**src/rtl/mem_burst_ctrl_pkg.sv**
```systemverilog
// Shared definitions for the page-mapped burst memory controller.
// Optional protocol checking in mem_burst_ctrl is enabled by defining MEMCTRL_PROTO_CHK_EN.
package mcDefs;
    localparam int BUSWIDTH        = 16;
    localparam int ADDRWIDTH       = 12;
    localparam int DATAPAYLOADSIZE = 4;
    localparam int BEATWIDTH       = 3;
    localparam logic [3:0] VALID_PAGE = 4'h2;

    typedef enum logic [2:0] {IDLE, WR, RD_TURN, RD, SKIP} burst_state_t;
    typedef logic [ADDRWIDTH-1:0] word_addr_t;
    typedef logic [BUSWIDTH-1:0]  bus_word_t;
    typedef logic [BEATWIDTH-1:0] beat_t;
endpackage

```
**src/rtl/mem_burst_ctrl_if.sv**
```systemverilog
// Main-bus and memory-array signals seen by the burst controller.
interface mem_burst_ctrl_if;
    import mcDefs::*;

    logic       AddrValid;
    logic       rw;
    bus_word_t  AddrData_in;
    bus_word_t  AddrData_out;
    logic       AddrData_oe;
    word_addr_t mem_addr;
    bus_word_t  mem_wdata;
    logic       mem_we;
    bus_word_t  mem_rdata;

    modport slave (
        input  AddrValid, rw, AddrData_in, mem_rdata,
        output AddrData_out, AddrData_oe, mem_addr, mem_wdata, mem_we
    );

    modport master (
        output AddrValid, rw, AddrData_in, mem_rdata,
        input  AddrData_out, AddrData_oe, mem_addr, mem_wdata, mem_we
    );
endinterface

```
**src/rtl/mem_burst_ctrl_addr_gen.sv**
```systemverilog
// Burst address generator: holds the base word address and the beat counter,
// producing the current and next (prefetch) addresses with modulo-page wrap.
module mem_addr_gen
    import mcDefs::*;
(
    input  logic       clk,
    input  logic       resetH,
    input  logic       load,
    input  logic       advance,
    input  word_addr_t baseIn,
    output word_addr_t addr,
    output word_addr_t addrNext,
    output beat_t      beat,
    output logic       last
);
    word_addr_t base;

    always_ff @(posedge clk) begin
        if (resetH) begin
            base <= '0;
            beat <= '0;
        end else if (load) begin
            base <= baseIn;
            beat <= '0;
        end else if (advance) begin
            beat <= beat + beat_t'(1);
        end
    end

    // Carry out of the word address is dropped so bursts wrap inside the page.
    assign addr     = base + word_addr_t'(beat);
    assign addrNext = addr + word_addr_t'(1);
    assign last     = (beat == beat_t'(DATAPAYLOADSIZE - 1));
endmodule

```
**src/rtl/mem_burst_ctrl.sv**
```systemverilog
// Bus-side burst controller: decodes the address beat, runs 4-beat write/read bursts
// to page PAGE and silently tracks bursts to other pages. Define MEMCTRL_PROTO_CHK_EN for proto_err.
module mem_burst_ctrl
    import mcDefs::*;
#(
    parameter logic [3:0] PAGE = VALID_PAGE
) (
    input  logic              clk,
    input  logic              resetH,
    mem_burst_ctrl_if.slave   bus
`ifdef MEMCTRL_PROTO_CHK_EN
    ,
    output logic              proto_err
`endif
);
    burst_state_t state, stateNext;
    logic         burstRead;
    logic         load, advance, hit;
    logic         memWe, oe;
    word_addr_t   memAddr, lastAddr, addr, addrNext;
    beat_t        beat;
    logic         last;

    mem_addr_gen addrGen (
        .clk      (clk),
        .resetH   (resetH),
        .load     (load),
        .advance  (advance),
        .baseIn   (bus.AddrData_in[ADDRWIDTH-1:0]),
        .addr     (addr),
        .addrNext (addrNext),
        .beat     (beat),
        .last     (last)
    );

    assign hit = (bus.AddrData_in[15:12] == PAGE);

    always_ff @(posedge clk) begin
        if (resetH) begin
            state     <= IDLE;
            burstRead <= 1'b0;
            lastAddr  <= '0;
        end else begin
            state    <= stateNext;
            lastAddr <= memAddr;
            if (load)
                burstRead <= bus.rw;
        end
    end

    // Read bursts present mem_addr one beat ahead to cover the registered memory latency.
    always_comb begin
        stateNext = state;
        load      = 1'b0;
        advance   = 1'b0;
        memAddr   = lastAddr;
        memWe     = 1'b0;
        oe        = 1'b0;
        case (state)
            IDLE: begin
                if (bus.AddrValid) begin
                    load = 1'b1;
                    if (!hit)
                        stateNext = SKIP;
                    else if (bus.rw)
                        stateNext = RD_TURN;
                    else
                        stateNext = WR;
                end
            end
            WR: begin
                advance = 1'b1;
                memWe   = 1'b1;
                memAddr = addr;
                if (last)
                    stateNext = IDLE;
            end
            RD_TURN: begin
                memAddr   = addr;
                stateNext = RD;
            end
            RD: begin
                advance = 1'b1;
                oe      = 1'b1;
                if (last)
                    stateNext = IDLE;
                else
                    memAddr = addrNext;
            end
            SKIP: begin
                advance = 1'b1;
                if (beat == beat_t'(burstRead ? DATAPAYLOADSIZE : DATAPAYLOADSIZE - 1))
                    stateNext = IDLE;
            end
            default: stateNext = IDLE;
        endcase
    end

    // Strobes are gated by reset so an aborted burst drives nothing in the reset cycle.
    assign bus.mem_we       = memWe & ~resetH;
    assign bus.mem_wdata    = (memWe & ~resetH) ? bus.AddrData_in : '0;
    assign bus.mem_addr     = memAddr;
    assign bus.AddrData_oe  = oe & ~resetH;
    assign bus.AddrData_out = (oe & ~resetH) ? bus.mem_rdata : '0;

`ifdef MEMCTRL_PROTO_CHK_EN
    assign proto_err = bus.AddrValid && (state != IDLE) && !resetH;

    always_ff @(posedge clk) begin
        if (!resetH)
            assert (!(bus.AddrValid && state != IDLE))
                else $error("mem_burst_ctrl: AddrValid while burst in progress");
    end
`endif
endmodule

```
**src/flat_wrapper.sv**
```systemverilog
// flat-port wrapper written by rule: the top's interface ports become plain ports
module mem_burst_ctrl_flat import mcDefs::*;
#(
    parameter logic [3:0] PAGE = VALID_PAGE
)
  (clk, resetH, bus_AddrValid, bus_rw, bus_AddrData_in, bus_mem_rdata, bus_AddrData_out, bus_AddrData_oe, bus_mem_addr, bus_mem_wdata, bus_mem_we);
  mem_burst_ctrl_if bus_i ();
  input  logic clk;
  input  logic resetH;
  input wire logic [$bits(bus_i.AddrValid)-1:0] bus_AddrValid;
  input wire logic [$bits(bus_i.rw)-1:0] bus_rw;
  input wire logic [$bits(bus_i.AddrData_in)-1:0] bus_AddrData_in;
  input wire logic [$bits(bus_i.mem_rdata)-1:0] bus_mem_rdata;
  output wire logic [$bits(bus_i.AddrData_out)-1:0] bus_AddrData_out;
  output wire logic [$bits(bus_i.AddrData_oe)-1:0] bus_AddrData_oe;
  output wire logic [$bits(bus_i.mem_addr)-1:0] bus_mem_addr;
  output wire logic [$bits(bus_i.mem_wdata)-1:0] bus_mem_wdata;
  output wire logic [$bits(bus_i.mem_we)-1:0] bus_mem_we;
  assign bus_i.AddrValid = bus_AddrValid;
  assign bus_i.rw = bus_rw;
  assign bus_i.AddrData_in = bus_AddrData_in;
  assign bus_i.mem_rdata = bus_mem_rdata;
  assign bus_AddrData_out = bus_i.AddrData_out;
  assign bus_AddrData_oe = bus_i.AddrData_oe;
  assign bus_mem_addr = bus_i.mem_addr;
  assign bus_mem_wdata = bus_i.mem_wdata;
  assign bus_mem_we = bus_i.mem_we;
  mem_burst_ctrl #(.PAGE(PAGE)) u_core (.clk(clk), .resetH(resetH), .bus(bus_i));
endmodule
```
**config.mk**
```make
export PLATFORM = sky130hd
export DESIGN_NAME = mem_burst_ctrl_flat
export DESIGN_NICKNAME = d
export VERILOG_FILES = /design/src/rtl/mem_burst_ctrl_pkg.sv /design/src/rtl/mem_burst_ctrl_if.sv /design/src/rtl/mem_burst_ctrl_addr_gen.sv /design/src/rtl/mem_burst_ctrl.sv /design/src/flat_wrapper.sv
export SDC_FILE = /design/constraint.sdc
export NUM_CORES = 1
export LEC_CHECK = 0
export CORE_MARGIN = 2
export CORE_UTILIZATION = 30
export CTS_CLUSTER_SIZE = 24
export DETAILED_ROUTE_END_ITERATION = 12
export PLACE_DENSITY = 0.58
export SLEW_MARGIN = 20
export SYNTH_ARGS = -nofsm -noshare
export SYNTH_HDL_FRONTEND = slang
export SYNTH_SLANG_ARGS = --single-unit
```
**constraint.sdc**
```tcl
create_clock -name clk -period 8.93 [get_ports clk]
set_clock_uncertainty 0.2 [all_clocks]
set_input_delay 1.786 -clock clk [delete_from_list [all_inputs] [get_ports clk]]
set_output_delay 1.786 -clock clk [all_outputs]
set_load 0.01 [all_outputs]
```
==> results_dict.tcl, run 1 <==
set metrics [dict create \
    critPathMaxFanout 17 \
    setup_violations 0 \
    grt.met2_usage_pct 24.2 \
    use_met1_pct 19.9 \
    grt-ovfl-total 0 \
    num_rows 33 \
    ys_ff_latch 31 \
    postCtsSetupRepairBufs 0 \
    crit_required_ns 6.94 \
    antennaDiodeCount 0 \
    ios 82 \
    synthesis.area_mm2 0.00248 \
    tightest_slew_ns 1.00 \
    vias_per_cell 5.05 \
    place_congestion 0.847 \
    final_cell_mix "81 x clkdlybuf4s50_1, 52 x nand2_1, 34 x and2_1, 31 x dfxtp_1, 29 x a21oi_1" \
    syn-num-nets 373 \
    r2r_start "u_core.addrGen.beat[0]" \
    antenna_found_initial 0 \
    synth_warnings 0 \
    fillers 860 \
    postCtsHoldBufs 0 \
    finalCriticalPeriod_ns 5.86 \
    cts_buffer_depth 2 \
    via_count 2554 \
    port-buffer-count 81 \
    cp-end-kind "output pin" \
    syn_avg_cell_area_um2 7.52 \
    clk_pin_slew_worst_paths_ns 0.06 \
    initial_core_util_pct 30.5 \
    wl_per_cell_um 12.9 \
    root_buffer "clkbuf_8" \
    die-width_um 95.0 \
    routed_wl_mm 6.55 \
    synth-edff-count 0 \
    grt_usage_pct 14.8 \
    grt_max_degree 25 \
    hold_path.class "reg -> reg" \
    cts_num_sinks 31 \
    drtIter0Drc 144 \
    cts-htree-levels 2 \
    cts_resized 0 \
    p_leak_nw 1.23 \
    critPathKind "in -> out" \
    ant_nets 0 \
    hp-start "u_core.addrGen.base[2]" \
    layout_worst_path_cycle_share_pct 65.7 \
    synthArstFlopShare_pct 0 \
    grt_pass1_vias 2302 \
    relSlewSlack_pct 32.4 \
    rsz0062_at_grt "false" \
    synth_cell_types 68 \
    busiest_layer "met2" \
    ir_drop_uv 44.7 \
    hold-worst-slack_ns 0.259 \
    cts_tree "yes" \
    hpwl_mm 5.12 \
    die-area_mm2 0.00902 \
    drc 0 \
    dieHeight_um 95.0 \
    cp-start-kind "input port" \
    max_freq_mhz 171 \
    use_met3_pct 3.83 \
    placedCellCount 498 \
    hold_viol_final 0 \
    tns_ns 0 \
    status "completed" \
    drive_above_1_share_pct 5.74 \
    instances_no_fill 506 \
    dr.pass1.iters 4 \
    area_delta_synth_final_pct 38.1 \
    syn_inst 330 \
    power.density_mw_per_mm2 97.7 \
    startpoint "resetH" \
    drv_cap 0 \
    cts_buffers 5 \
    coreArea_mm2 0.00813 \
    final_common_cell "clkdlybuf4s50_1" \
    num-nets-final 443 \
    synth_ff_type "dfxtp_1" \
    arrival_ns 3.88 \
    clk_latency_ns 0.28 \
    grt_pass1_wl_mm 10.8 \
    slew_viol_final 0 \
    yosysSeqAreaShare_pct 25.0 \
]
==> critical path, cell delays in order <==
cell and delay (ns):
clkdlybuf4s50_1 0.66, nor2_1 0.67, and2_1 0.22, clkdlybuf4s50_1 0.53
==> report_power, final <==
part           internal [mW]  switching (mW)  total [mW]
sequential             0.144         0.00834       0.152
clock                 0.0704          0.0546       0.125
combinational         0.0292          0.0285      0.0577
total                  0.243          0.0914       0.335
==> routing by layer <==
layer / wire length [um] / up-vias / part of all wire (%)
li1: - / 1319 / -
met1: 3250 / 1143 / 50
met2: 2760 / 88 / 42
met3: 492 / 4 / 7.5
met4: 50 / 0 / 0.76
met5: 0 / - / 0
==> cell families (layout without fill, tap and decap cells) <==
| group | count (synthesis) | count (layout) | share of synthesized area (%) |
|---|---|---|---|
| and+or+nand+nor | 151 | 151 | 31.5 |
| AOI/OAI and AO/OA | 92 | 92 | 26.6 |
| DFF | 31 | 31 | 25.0 |
| buffers and inverters | 31 | 102 | 6.20 |
| xor gates and xnor gates | 14 | 14 | 5.24 |
| adders and majority gates | 7 | 7 | 3.83 |
| muxes | 4 | 4 | 1.61 |
==> flip-flops by register name, summed over array words and instances (netlist names) <==
| signal | cells |
|---|---|
| u_core.addrGen.base | 12 |
| u_core.lastAddr | 12 |
| u_core.addrGen.beat | 3 |
| u_core.state | 3 |
| u_core.burstRead | 1 |
==> worst paths after layout <==
kind                                          endpoint  slack [ns]  depth (start not counted)
worst min-delay path            u_core.addrGen.base[2]        0.26                          2
worst min register to register  u_core.addrGen.base[2]        0.26                          2
worst max register to register      u_core.lastAddr[9]        5.74                          8
worst max-delay path               bus_AddrData_out[1]        3.07                          4
==> area by class of cell <==
type | instances | area (um2) | area share (%)
multi-input combinational | 268 | 1710 | 49.8
timing repair buffer | 83 | 826 | 24.1
sequential | 31 | 621 | 18.1
tap | 105 | 131 | 3.83
clock buffer | 8 | 100 | 2.92
inverter | 11 | 41.3 | 1.20
==> Yosys cell counts (2+ instances only) <==
cell type  instances  area share [%]
xnor2_1            8             2.8
inv_1             11             1.7
nor2b_1            6             1.5
nand4_1            2            0.50
buf_6              3             1.4
and3_1             3            0.76
nor4_1             3            0.76
a21oi_1           29             5.8
mux2i_1            4             1.6
nand3_1            7             1.4
a22oi_1            2            0.60
and4_1             4             1.4
o31ai_1            3            0.91
a211oi_1           3            0.91
o211ai_1           3            0.91
a31oi_1            5             1.3
a21o_1             2            0.60
nand2_1           52             7.9
and2_1            34             8.6
ha_1               6             3.0
nor2_1            17             2.6
a21boi_0           2            0.60
a221oi_1           2            0.71
nand2b_1           5             1.3
or2_2              2            0.50
xor2_1             5             1.8
o311ai_0           3             1.1
o21ai_0           12             2.4
clkbuf_1          14             2.1
o221ai_1           2            0.71
nor3_1             7             1.4
a2111oi_0          3             1.1
dfxtp_1           31              25
==> per-stage QoR <==
stage          setup slack (ns)  total power, mW  area, um2  util, %
4_1_cts                    3.04            0.337       3430     42.1
3_5_place_dp               3.04            0.213       3330     40.9
5_1_grt                    2.88            0.350       3430     42.1
2_1_floorplan              4.12            0.189       2480        -
6_report                   3.07            0.335       3430     42.1
3_3_place_gp               3.14            0.212       3330     40.9
Note: power is estimated with default switching activity, not from simulation.
==> run 2: changes to the inputs <==
--- a/config.mk
+++ b/config.mk
@@ -9,7 +9,7 @@
 export CORE_UTILIZATION = 30
 export CTS_CLUSTER_SIZE = 24
 export DETAILED_ROUTE_END_ITERATION = 12
-export PLACE_DENSITY = 0.58
+export PLACE_DENSITY = 0.6
 export SLEW_MARGIN = 20
 export SYNTH_ARGS = -nofsm -noshare
 export SYNTH_HDL_FRONTEND = slang
==> constraint.sdc (replaced) <==
create_clock -name clk -period 5.1 [get_ports clk]
set_clock_uncertainty 0.2 [all_clocks]
set_input_delay 1.02 -clock clk [delete_from_list [all_inputs] [get_ports clk]]
set_output_delay 1.02 -clock clk [all_outputs]
set_load 0.01 [all_outputs]
==> run 2 against run 1 <==
  * Combinational power rose by 77%
  * Critical path type is now reg -> out
  * Largest cell class unchanged
  * Setup slack worse by 2.8 ns
  * Sequential share of layout area grew 0.053 points
  * Sequential cell count is the same
==> results_dict.tcl, run 2 (same netlist as run 1, synthesis figures left out) <==
set metrics [dict create \
    slowest_stage "a2111oi_1" \
    num_rows 33 \
    hold_viol_final 0 \
    tightest_slew_ns 1.01 \
    ff_latch_area_um2 621 \
    grt_usage_pct 15.6 \
    routed_wl_mm 6.74 \
    coreArea_mm2 0.00813 \
    power.density_mw_per_mm2 165 \
    arrival_ns 3.60 \
    ir_drop_uv 87.8 \
    finalCriticalPeriod_ns 4.82 \
    multi_input_area_mm2 0.00171 \
    cts_buffer_depth 2 \
    postCtsSetupRepairBufs 0 \
    place_area_mm2 0.00333 \
    cp-start-kind "register" \
    cts_tree "yes" \
    rsz0062_at_grt "false" \
    cts_resized 0 \
    clk_pin_slew_worst_paths_ns 0.07 \
    grt_pass1_vias 2502 \
    critPathMaxFanout 7 \
    hpwl_mm 5.28 \
    die-width_um 95.0 \
    ant_nets 0 \
    grt-ovfl-total 0 \
    crit_required_ns 3.88 \
    status "completed" \
    cpMostUsedCell "o311ai_0" \
    drc 0 \
    fillers 847 \
    layout_worst_path_cycle_share_pct 94.4 \
    cpLargestDelayFamily "compound AO/OA/AOI/OAI gates" \
    via_count 2626 \
    cp_slowest_stage_delay_ns 0.53 \
    grt_max_degree 30 \
    initial_core_util_pct 30.5 \
    area_delta_synth_final_pct 37.7 \
    relSlewSlack_pct 32.1 \
    wl_per_cell_um 13.3 \
    crit_chain "ha_1 > fa_1 > a2111oi_1 > o311ai_0 > o311ai_0 > and2_1 > o21ai_0 > a221o_1 > clkdlybuf4s50_1" \
    cts_num_sinks 31 \
    critPathKind "reg -> out" \
    tns_ns 0 \
    cp.buffers_inverters 1 \
    root_buffer "clkbuf_8" \
    drtIter0Drc 143 \
    postCtsHoldBufs 0 \
    max_freq_mhz 208 \
    cp-end-kind "output pin" \
    fin_area_mm2 0.00342 \
    hold-worst-slack_ns 0.261 \
    drv_cap 0 \
    p_leak_nw 1.23 \
    final_cell_mix "81 x clkdlybuf4s50_1, 52 x nand2_1, 34 x and2_1, 31 x dfxtp_1, 29 x a21oi_1" \
    setup_violations 0 \
    port-buffer-count 81 \
    num-nets-final 443 \
    antennaDiodeCount 0 \
    grt_pass1_wl_mm 11.6 \
    hold_path.class "reg -> reg" \
    ios 82 \
    dr.pass1.iters 4 \
    clk_latency_ns 0.28 \
    cts-htree-levels 2 \
    die-area_mm2 0.00902 \
    antenna_found_initial 0 \
    reg_top3 "u_core.addrGen.base x12, u_core.lastAddr x12" \
    cts_buffers 5 \
    place_congestion 0.820 \
    slew_viol_final 0 \
    drive_above_1_share_pct 5.75 \
    final_common_cell "clkdlybuf4s50_1" \
    vias_per_cell 5.20 \
    dieHeight_um 95.0 \
]
[run 2: area by class of cell]
class,instances,share of cell area (%)
multi-input combinational,268,50.1
timing repair buffer,83,24.2
inverter,11,1.21
sequential,31,18.2
clock buffer,6,2.42
tap,105,3.84
clock inverter,1,0.146
[run 2: final timing paths]
kind,from,to,slack [ns],cells past startpoint
setup / recovery,u_core.addrGen.beat[0],bus_mem_addr[9],0.28,9
setup reg to reg,u_core.addrGen.beat[0],u_core.lastAddr[10],1.96,9
hold reg to reg,u_core.addrGen.base[11],u_core.addrGen.base[11],0.26,2
hold / removal,u_core.addrGen.base[11],u_core.addrGen.base[11],0.26,2
[run 2: tightest hold or removal path: stages, from the launching register on]
cell and delay [ns]:
dfxtp_1 0.31, nand2_1 0.05, a21oi_1 0.05
[run 2: through the flow]
| step | total power, mW | worst slack (ns) | utilization [%] | cells |
|---|---|---|---|---|
| 3_3_place_gp | 0.372 | 0.534 | 40.9 | 498 |
| 2_1_floorplan | 0.330 | 1.27 | - | 330 |
| 5_1_grt | 0.598 | 0.00812 | 42.0 | 505 |
| 6_report | 0.565 | 0.284 | 42.0 | 505 |
| 4_1_cts | 0.574 | 0.204 | 42.0 | 505 |
| 3_5_place_dp | 0.373 | 0.524 | 40.9 | 498 |
[run 2: power breakdown]
| part | total [mW] | switching (mW) | internal [mW] |
|---|---|---|---|
| sequential | 0.267 | 0.0149 | 0.252 |
| combinational | 0.102 | 0.0505 | 0.0511 |
| clock | 0.197 | 0.0913 | 0.106 |
[run 2: layer usage]
metal	vias to the layer above	global-route usage, %	share of wire (%)
li1	1322	-	-
met1	1193	20.3	46
met2	105	26.9	45
met3	6	3.03	7.8
met4	0	3.26	0.90
met5	-	0	0
==> run 3: changes to the inputs <==
--- a/config.mk
+++ b/config.mk
@@ -5,11 +5,11 @@
 export SDC_FILE = /design/constraint.sdc
 export NUM_CORES = 1
 export LEC_CHECK = 0
-export CORE_MARGIN = 2
 export CORE_UTILIZATION = 30
 export CTS_CLUSTER_SIZE = 24
 export DETAILED_ROUTE_END_ITERATION = 12
 export PLACE_DENSITY = 0.6
+export REMOVE_ABC_BUFFERS = 1
 export SLEW_MARGIN = 20
 export SYNTH_ARGS = -nofsm -noshare
 export SYNTH_HDL_FRONTEND = slang
==> run 3 against run 2 <==
  * Worst hold slack gained 0.0065 ns
  * Sequential cell count did not move
  * Clock power hardly changed
  * Routed wire length grew 0.25%
  * Maximum frequency fell by 0.53%
==> results_dict.tcl, run 3 (same netlist as run 1, synthesis figures left out) <==
set metrics [dict create \
    status "completed" \
    grt_pass1_wl_mm 11.5 \
    cp-end-kind "output pin" \
    final_common_cell "clkdlybuf4s50_1" \
    hold_path.class "reg -> reg" \
    finalCriticalPeriod_ns 4.84 \
    reg_top3 "u_core.addrGen.base x12, u_core.lastAddr x12" \
    tns_ns 0 \
    clk_latency_ns 0.29 \
    drive_above_1_share_pct 6.47 \
    cts_buffer_depth 2 \
    r2r_start "u_core.addrGen.beat[0]" \
    relSlewSlack_pct 32.5 \
    cts_tree "yes" \
    cpMostUsedCell "ha_1" \
    num-nets-final 444 \
    postCtsSetupRepairBufs 0 \
    cts-htree-levels 2 \
    antennaDiodeCount 0 \
    cp-start-kind "register" \
    cts_buffers 5 \
    hold-worst-slack_ns 0.267 \
    cp.buffers_inverters 2 \
    layout_worst_path_cycle_share_pct 94.9 \
    instances_no_fill 504 \
    p_leak_nw 1.23 \
    port-buffer-count 81 \
    initial_core_util_pct 31.6 \
    tightest_slew_ns 1.00 \
    crit_required_ns 3.88 \
    drc 0 \
    power_mw 0.569 \
    drtIter0Drc 158 \
    crit_chain "ha_1 > fa_1 > ha_1 > inv_1 > a2111oi_4 > o221ai_2 > or4_1 > mux2i_1 > nor3_1 > clkdlybuf4s50_1" \
    grt-ovfl-total 0 \
    dr.pass1.iters 5 \
    antenna_found_initial 0 \
    reg2reg_slack_ns 1.95 \
    area_delta_synth_final_pct 38.0 \
    setup_violations 0 \
    ir_drop_uv 81.2 \
    crit_end "bus_mem_addr[10]" \
    drv_cap 0 \
    dieHeight_um 93.0 \
    wl_per_cell_um 13.4 \
    final_cell_mix "81 x clkdlybuf4s50_1, 52 x nand2_1, 34 x and2_1, 31 x dfxtp_1, 29 x a21oi_1" \
    placedCellCount 496 \
    via_count 2600 \
    ant_nets 0 \
    startpoint "u_core.addrGen.beat[0]" \
    place_congestion 0.844 \
    grt_max_degree 18 \
    cpLargestDelayFamily "adder cells" \
    routed_wl_mm 6.76 \
    num_rows 32 \
    cp_num_cells 10 \
    die-width_um 93.0 \
    arrival_ns 3.62 \
    cts_num_sinks 31 \
    hold_viol_final 0 \
    slew_viol_final 0 \
    clk_pin_slew_worst_paths_ns 0.08 \
    cp_slowest_stage_delay_ns 0.56 \
    power.density_mw_per_mm2 166 \
    critPathMaxFanout 5 \
    grt_usage_pct 16.5 \
    critPathKind "reg -> out" \
    root_buffer "clkbuf_8" \
    r2r_cells 9 \
    vias_per_cell 5.16 \
    timing.rr.end "u_core.lastAddr[10]" \
    rsz0062_at_grt "false" \
    max_freq_mhz 207 \
    slowest_stage "fa_1" \
    grt_pass1_vias 2465 \
    hpwl_mm 5.18 \
    ios 82 \
    coreArea_mm2 0.00785 \
    die-area_mm2 0.00864 \
]
==> run 3: how the worst min path moves through the flow <==
stage                                          to  slack [ns]  cells after the start                     from
after floorplan            u_core.addrGen.base[0]        0.23                      2   u_core.addrGen.base[0]
after global placement    u_core.addrGen.base[11]        0.26                      2  u_core.addrGen.base[11]
after detailed placement  u_core.addrGen.base[11]        0.26                      2  u_core.addrGen.base[11]
after CTS                 u_core.addrGen.base[11]        0.27                      2  u_core.addrGen.base[11]
after global routing      u_core.addrGen.base[11]        0.30                      2  u_core.addrGen.base[11]
final                     u_core.addrGen.base[11]        0.27                      2  u_core.addrGen.base[11]
==> run 3: worst reg2reg max path, cell delays in order (launching register included) <==
cell and delay (ns):
dfxtp_1 0.36, ha_1 0.28, fa_1 0.56, ha_1 0.20, inv_1 0.09, a2111oi_4 0.35, o221ai_2 0.23, or4_1 0.50
mux2i_1 0.20, nor4_1 0.08
==> run 3: through the flow <==
| stage | worst slack, ns | instance area [um2] | util, % |
|---|---|---|---|
| floorplan | 1.27 | 2370 | - |
| global placement | 0.527 | 3340 | 42.5 |
| detailed placement | 0.500 | 3340 | 42.5 |
| CTS | 0.172 | 3420 | 43.6 |
| global route | 0.00184 | 3430 | 43.7 |
| finish | 0.258 | 3430 | 43.7 |
==> run 3: power by group <==
group          switching, mW  internal (mW)
sequential            0.0153          0.251
combinational         0.0506         0.0516
clock                  0.105         0.0949
total                  0.171          0.398
==> run 3: timing repair <==
item                                    4_1_cts  5_1_grt
endpoints found under the hold margin         0        0
hold buffers                                  0        0
gates resized for setup                       0        2
endpoints found under the setup margin        0        3
==> run 3: area by class of cell <==
class / instances / area (um2)
fillers: 809 / 4420
multi-input cells: 268 / 1710
repair buffers: 84 / 833
flip-flops and latches: 31 / 621
well taps: 102 / 128
clock buffers: 5 / 68.8
inverters: 11 / 41.3
clock inverters: 3 / 20.0
==> run 3: metal layers <==
metal	share of wire (%)	vias up	global-route usage [%]
met5	0	-	0
li1	-	1322	-
met2	42	91	26.5
met4	0.95	0	4.36
met1	49	1182	22.0
met3	7.7	5	3.86
